### src/rtl/mul_seq_ctrl_if.sv
// mul_seq_ctrl_if
//   Handshake bundle between the EX stage and the MUL/CLO/CLZ sequencer.
//   Pipeline side (master) drives the EX instruction description; the
//   sequencer (slave) returns stall, start and write-enable strobes.
// Signals
//   IssueValid  valid, unflushed instruction in EX
//   MULOp       EX instruction targets the multiply unit
//   Func[5:0]   EX function field
//   HiLoRead    EX instruction is MFHI/MFLO
//   Flush       kill the EX instruction this cycle
//   Stall       hold IF/ID/EX (combinational)
//   MulStart    unit latches operands and Func (combinational pulse)
//   ActFunc     registered Func of the in-flight op
//   MulBusy     an op is in flight
//   MulWbEn     write unit result to the GPR (pulse)
//   HiLoWbEn    write unit result to HI/LO (pulse)
interface mul_seq_ctrl_if;
  logic       IssueValid;
  logic       MULOp;
  logic [5:0] Func;
  logic       HiLoRead;
  logic       Flush;
  logic       Stall;
  logic       MulStart;
  logic [5:0] ActFunc;
  logic       MulBusy;
  logic       MulWbEn;
  logic       HiLoWbEn;

  modport master (
    output IssueValid, MULOp, Func, HiLoRead, Flush,
    input  Stall, MulStart, ActFunc, MulBusy, MulWbEn, HiLoWbEn
  );

  modport slave (
    input  IssueValid, MULOp, Func, HiLoRead, Flush,
    output Stall, MulStart, ActFunc, MulBusy, MulWbEn, HiLoWbEn
  );
endinterface

### src/rtl/mul_seq_ctrl.sv
// mul_seq_ctrl
//   Latency-counted sequencer for the multi-cycle MUL/CLO/CLZ unit in EX.
//   GPR-result ops (MUL, CLO, CLZ) freeze the pipeline until their result is
//   written. HI/LO ops (MULT/MULTU/MADD/MADDU/MSUB/MSUBU) run in the
//   background and only stall a later multiply-unit op or an MFHI/MFLO.
// Ports
//   clk   rising-edge clock
//   nrst  asynchronous active-low reset
//   bus   mul_seq_ctrl_if.slave (EX instruction in, stall/start/wb strobes out)
// Parameters
//   MUL_LAT  issue-to-result cycles for MUL and all HI/LO ops (1..2**CNT_W)
//   CNT_LAT  issue-to-result cycles for CLO/CLZ (1..2**CNT_W)
//   CNT_W    latency counter width
module mul_seq_ctrl #(
  parameter int MUL_LAT = 4,
  parameter int CNT_LAT = 2,
  parameter int CNT_W   = 4
) (
  input logic           clk,
  input logic           nrst,
  mul_seq_ctrl_if.slave bus
);

  // Function codes shared with the decoder (SPECIAL / SPECIAL2 space,
  // disambiguated by MULOp).
  localparam logic [5:0] F_MADD  = 6'h00;
  localparam logic [5:0] F_MADDU = 6'h01;
  localparam logic [5:0] F_MUL   = 6'h02;
  localparam logic [5:0] F_MSUB  = 6'h04;
  localparam logic [5:0] F_MSUBU = 6'h05;
  localparam logic [5:0] F_MULT  = 6'h18;
  localparam logic [5:0] F_MULTU = 6'h19;
  localparam logic [5:0] F_CLZ   = 6'h20;
  localparam logic [5:0] F_CLO   = 6'h21;

  // The counter is loaded with Lat-1 so the done cycle lands Lat cycles after issue.
  localparam logic [CNT_W-1:0] MUL_CNT = CNT_W'(MUL_LAT - 1);
  localparam logic [CNT_W-1:0] CNT_CNT = CNT_W'(CNT_LAT - 1);

  typedef enum logic [1:0] {
    IDLE,
    RUN_G,
    RUN_H
  } state_t;

  state_t           state, state_nxt;
  logic [CNT_W-1:0] cnt, cnt_nxt;
  logic [5:0]       act_func, act_func_nxt;
  logic             is_cnt, is_g, is_h, done;
  logic             issue_ok, issue;
  logic             stall, start, wb, hwb;
  logic [CNT_W-1:0] lat_cnt;

  // Classify the EX instruction; anything outside G/H is invisible to the unit.
  always_comb begin
    is_cnt  = (bus.Func == F_CLO) || (bus.Func == F_CLZ);
    is_g    = bus.MULOp && (is_cnt || (bus.Func == F_MUL));
    is_h    = bus.MULOp && ((bus.Func == F_MULT) || (bus.Func == F_MULTU) ||
                            (bus.Func == F_MADD) || (bus.Func == F_MADDU) ||
                            (bus.Func == F_MSUB) || (bus.Func == F_MSUBU));
    lat_cnt = is_cnt ? CNT_CNT : MUL_CNT;
    done    = (state != IDLE) && (cnt == '0);
  end

  // Next-state and strobe logic. The per-state case decides whether an issue
  // may be accepted and what the in-flight op contributes to Stall; a common
  // issue block then overlays the start actions. Issue is gated by nrst so
  // that all outputs fall as soon as reset asserts, regardless of inputs.
  always_comb begin
    state_nxt    = state;
    cnt_nxt      = cnt;
    act_func_nxt = act_func;
    stall        = 1'b0;
    start        = 1'b0;
    wb           = 1'b0;
    hwb          = 1'b0;
    issue_ok     = 1'b0;
    issue        = 1'b0;

    case (state)
      IDLE: begin
        issue_ok = 1'b1;
      end
      RUN_G: begin
        // A flush kills the instruction waiting on the result, so the op is
        // dropped without a write-back even in its done cycle.
        if (bus.Flush) begin
          state_nxt = IDLE;
        end else if (done) begin
          wb        = 1'b1;
          state_nxt = IDLE;
        end else begin
          stall   = 1'b1;
          cnt_nxt = cnt - 1'b1;
        end
      end
      RUN_H: begin
        if (done) begin
          hwb       = 1'b1;
          state_nxt = IDLE;
          issue_ok  = 1'b1;
          stall     = bus.IssueValid && bus.HiLoRead;
        end else begin
          stall   = bus.IssueValid && (is_g || is_h || bus.HiLoRead);
          cnt_nxt = cnt - 1'b1;
        end
      end
      default: begin
        state_nxt = IDLE;
      end
    endcase

    issue = nrst && issue_ok && bus.IssueValid && (is_g || is_h) && !bus.Flush;
    if (issue) begin
      start        = 1'b1;
      act_func_nxt = bus.Func;
      cnt_nxt      = lat_cnt;
      state_nxt    = is_g ? RUN_G : RUN_H;
      if (is_g) begin
        stall = 1'b1;
      end
    end
  end

  // State, latency counter and active-function registers.
  always_ff @(posedge clk or negedge nrst) begin
    if (!nrst) begin
      state    <= IDLE;
      cnt      <= '0;
      act_func <= '0;
    end else begin
      state    <= state_nxt;
      cnt      <= cnt_nxt;
      act_func <= act_func_nxt;
    end
  end

  assign bus.Stall    = stall;
  assign bus.MulStart = start;
  assign bus.ActFunc  = act_func;
  assign bus.MulBusy  = (state != IDLE);
  assign bus.MulWbEn  = wb;
  assign bus.HiLoWbEn = hwb;

endmodule

### src/flat_wrapper.sv
// flat-port wrapper written by rule: the top's interface ports become plain ports
module mul_seq_ctrl_flat 
#(
  parameter int MUL_LAT = 4,
  parameter int CNT_LAT = 2,
  parameter int CNT_W   = 4
)
  (clk, nrst, bus_IssueValid, bus_MULOp, bus_Func, bus_HiLoRead, bus_Flush, bus_Stall, bus_MulStart, bus_ActFunc, bus_MulBusy, bus_MulWbEn, bus_HiLoWbEn);
  mul_seq_ctrl_if bus_i ();
  input logic clk;
  input logic nrst;
  input wire logic [$bits(bus_i.IssueValid)-1:0] bus_IssueValid;
  input wire logic [$bits(bus_i.MULOp)-1:0] bus_MULOp;
  input wire logic [$bits(bus_i.Func)-1:0] bus_Func;
  input wire logic [$bits(bus_i.HiLoRead)-1:0] bus_HiLoRead;
  input wire logic [$bits(bus_i.Flush)-1:0] bus_Flush;
  output wire logic [$bits(bus_i.Stall)-1:0] bus_Stall;
  output wire logic [$bits(bus_i.MulStart)-1:0] bus_MulStart;
  output wire logic [$bits(bus_i.ActFunc)-1:0] bus_ActFunc;
  output wire logic [$bits(bus_i.MulBusy)-1:0] bus_MulBusy;
  output wire logic [$bits(bus_i.MulWbEn)-1:0] bus_MulWbEn;
  output wire logic [$bits(bus_i.HiLoWbEn)-1:0] bus_HiLoWbEn;
  assign bus_i.IssueValid = bus_IssueValid;
  assign bus_i.MULOp = bus_MULOp;
  assign bus_i.Func = bus_Func;
  assign bus_i.HiLoRead = bus_HiLoRead;
  assign bus_i.Flush = bus_Flush;
  assign bus_Stall = bus_i.Stall;
  assign bus_MulStart = bus_i.MulStart;
  assign bus_ActFunc = bus_i.ActFunc;
  assign bus_MulBusy = bus_i.MulBusy;
  assign bus_MulWbEn = bus_i.MulWbEn;
  assign bus_HiLoWbEn = bus_i.HiLoWbEn;
  mul_seq_ctrl #(.MUL_LAT(MUL_LAT), .CNT_LAT(CNT_LAT), .CNT_W(CNT_W)) u_core (.clk(clk), .nrst(nrst), .bus(bus_i));
endmodule
### config.mk
export PLATFORM = sky130hd
export DESIGN_NAME = mul_seq_ctrl_flat
export DESIGN_NICKNAME = d
export VERILOG_FILES = /design/src/rtl/mul_seq_ctrl_if.sv /design/src/rtl/mul_seq_ctrl.sv /design/src/flat_wrapper.sv
export SDC_FILE = /design/constraint.sdc
export NUM_CORES = 1
export LEC_CHECK = 0
export CORE_ASPECT_RATIO = 0.75
export CORE_MARGIN = 8
export CORE_UTILIZATION = 46
export CTS_CLUSTER_SIZE = 16
export DETAILED_ROUTE_END_ITERATION = 16
export GPL_TIMING_DRIVEN = 0
export HOLD_SLACK_MARGIN = 0.1
export PLACE_DENSITY_LB_ADDON = 0.08
export SLEW_MARGIN = 0
export SYNTH_ARGS = -nofsm -noshare
export SYNTH_HDL_FRONTEND = slang
export SYNTH_SLANG_ARGS = --single-unit
### constraint.sdc
create_clock -name clk -period 2.65 [get_ports clk]
set_input_delay 0.53 -clock clk [delete_from_list [all_inputs] [get_ports clk]]
set_output_delay 0.53 -clock clk [all_outputs]
set_load 0.02 [all_outputs]
==> impl_metrics.csv <==
group,metric,value,unit
route,drtIter0Drc,23,
clocking,cts.sinks,12,
final_layout,drive_above_1_share,38.46,%
yosys,synth_top_family_by_area,"simple AND/OR/NAND/NOR gates",
clocking,cts-root-buf,"clkbuf_4",
clocking,clk_latency,0.28,ns
yosys,syn_avg_cell_area,11.37,um^2
timing,hold_ws,0.1395,ns
final_layout,register_area,300.3,um^2
global_routing,grt_max_degree,14,
clocking,cts_tree,"done",
critical_path,path_max_fanout,6,
place,dp_hpwl,1.410,mm
power,p_leak,0.5316,nW
yosys,synthTopCellsByArea,"dfrtp_1 37%, ha_1 6.2%, mux2_4 5.6%, mux2_2 4.2%, inv_1 3.3%",
yosys,syn-num-nets,87,
yosys,syn_area,807.0,um^2
yosys,synthTopCellsByCount,"12 x dfrtp_1, 7 x inv_1, 5 x nor2_1, 4 x ha_1",
floorplanning,die_y,52.28,um
clocking,cts_max_path_buffers,2,
yosys,async_flop_share,100.0,%
critical_path,crit_end,"bus_Stall",
final_layout,fin_area,0.001179,mm^2
yosys,synth.most_common_cell,"dfrtp_1",
route,vias,679,
critical_path,setup.worst_path.start,"u_core.state[1]",
critical_path,critical_path_class,"register to output port",
timing,fin_crit,2.592,ns
clocking,htree_num_levels,1,
global_routing,antenna_found_initial,0,
timing,finalSetupViolCount,0,
critical_path,setup.worst_path.end_class,"output port",
critical_path,arrival,2.06,ns
yosys,synth_xor_area_share,3.256,%
critical_path,rrSetupSlack,0.63,ns
floorplanning,start_util,47.71,%
clocking,cts_buffers,3,
timing,relSlewSlack,76.62,%
global_routing,grt_pass1_vias,650,
place,place_congestion,0.8593,
floorplanning,rows,13,
global_routing,track_usage,11.70,%
route,totalWireLength,1.899,mm
yosys,synth_edf_count,0,
critical_path,ff2ff_path_depth,8,
timing,period_share,97.79,%
global_routing,grt_pass1_wl,3.042,mm
clocking,clk_pin_slew_worst_paths,0.08,ns
job,maxCapViolCount,0,
yosys,synthSimpleGateAreaFrac,19.38,%
route,wl_per_cell,15.07,um
route,drc_errors,0,
final_layout,area_growth,46.05,%
final_layout,multi_input_area,498.0,um^2
yosys,synthAdderAreaFrac,6.202,%
global_routing,gr-total-overflow,0,
route,drtAntennaViolNets,0,
yosys,synthCells,71,
route,dr.pass1.iters,4,
power,power.density,610.5,mW/mm^2
yosys,yosys_warnings,0,
timing,final_hold_viol_count,0,
outcome,outcome,"finished clean",
timing,tightest_slew,0.3507,ns
place,placed_area,0.001055,mm^2
critical_path,worstPathRequired,2.12,ns
route,viasPerCell,5.389,
timing,fin_ws,0.05846,ns
yosys,synth_ff_type,"dfrtp_1",
final_layout,layout.nets,121,
critical_path,rr_startpoint,"u_core.state[1]",
floorplanning,coreArea,0.001692,mm^2
yosys,synth_compound_area_share,15.81,%
floorplanning,die_w,64.37,um
power,irDropWorstVdd,0.4129,mV
critical_path,worstReg2RegEnd,"u_core.cnt[1]",
yosys,synth_cell_types,37,
yosys,ys_ff_latch,12,
yosys,ys_seq_area_share,37.21,%
min_path,hp-class,"primary input to asynchronous set/reset pin",
yosys,yosysTopAreaCell,"dfrtp_1",
timing,max_freq,385.9,MHz
yosys,synth_top_cell_area_share,37.21,%
place,portBuffers,22,
final_layout,fillers,141,
floorplanning,ioPinCount,23,
critical_path,start_kind,"register",
floorplanning,die-area,0.003365,mm^2
timing,fin_worst_skew,0.005454,ns
place,place_ws,-0.6536,ns
yosys,muxShareOfSynthArea,12.40,%
final_layout,antenna_cells,0,
timing,slew_viol_final,0,
layout make-up:
type / instances / share of cell area (%)
sequential: 12 / 25.48
buffer: 2 / 2.229
timing repair buffer: 29 / 22.40
clock buffer: 4 / 3.079
multi-input combinational: 50 / 42.25
tap: 22 / 2.335
inverter: 7 / 2.229
worst min path at each step:
stage	endpoint	cells after the start	from
after CTS	u_core.state[1]	1	nrst
after detailed placement	u_core.bus.ActFunc[0]	1	u_core.bus.ActFunc[0]
final	u_core.state[1]	1	nrst
after floorplan	u_core.bus.ActFunc[0]	0	nrst
after global placement	u_core.bus.ActFunc[0]	1	u_core.bus.ActFunc[0]
after global routing	u_core.state[1]	1	nrst
cell families (layout without fill, tap and decap cells):
| kind of cell | after synthesis | after routing |
|---|---|---|
| simple gates | 23 | 23 |
| compound gates | 12 | 12 |
| flops | 12 | 12 |
| buf+inv | 9 | 42 |
| mux | 8 | 8 |
| fa+ha+maj | 4 | 4 |
| xor+xnor | 3 | 3 |
critical path, stage by stage (launching register included):
cell,delay (ns)
dfrtp_1,0.40
inv_2,0.08
ha_4,0.18
or4b_4,0.48
buf_6,0.15
nand2_2,0.04
a21oi_1,0.03
a211o_1,0.28
buf_6,0.13
sequential cells by signal, summed over array words and instances, names as in the netlist:
name,flops
u_core.bus.ActFunc,6
u_core.state,2
u_core.cnt,4
cells in the final DEF (no fill, tap or decap), drive strengths merged, types with 2 or more instances in the layout:
cell,n
nor2,5
nand4,2
clkbuf,5
ha,4
a21oi,2
o211ai,2
inv,7
buf,11
o21ai,3
nand3,2
dlygate4sd2,2
dfrtp,12
nor2b,3
clkdlybuf4s50,16
mux2,7
nand2,2
xor2,2
layer usage:
layer	up-vias	GRT usage (%)	share of wire, %
met2	18	19.28	49
met5	-	0	0
met3	2	5.983	6.4
met4	0	2.166	0.53
met1	336	13.52	44
li1	323	-	-
per-stage QoR:
stage / total power [mW] / instances / util (%) / setup TNS, ns
2_1_floorplan: 0.4350 / 71 / - / 0
3_3_place_gp: 0.5259 / 115 / 62.35 / -1.234
3_5_place_dp: 0.5347 / 115 / 62.35 / -1.207
4_1_cts: 0.6860 / 119 / 64.35 / -0.1058
5_1_grt: 0.7700 / 126 / 69.67 / -0.02249
6_report: 0.7195 / 126 / 69.67 / 0
what timing repair did:
action                                 4_1_cts  5_1_grt
setup endpoints to repair                    4        4
resized for setup                           12       18
hold buffers                                 0        0
buffers inserted                             0        7
endpoints found under the hold margin        0        0
pin swaps                                    0        3
power breakdown:
group	switching, mW	leakage, nW	internal, mW	total [mW]
Combinational	0.143	0.354	0.164	0.307
Clock	0.0639	0.0210	0.0836	0.147
Sequential	0.0337	0.156	0.231	0.265
Note: power is estimated with default switching activity, not from simulation.
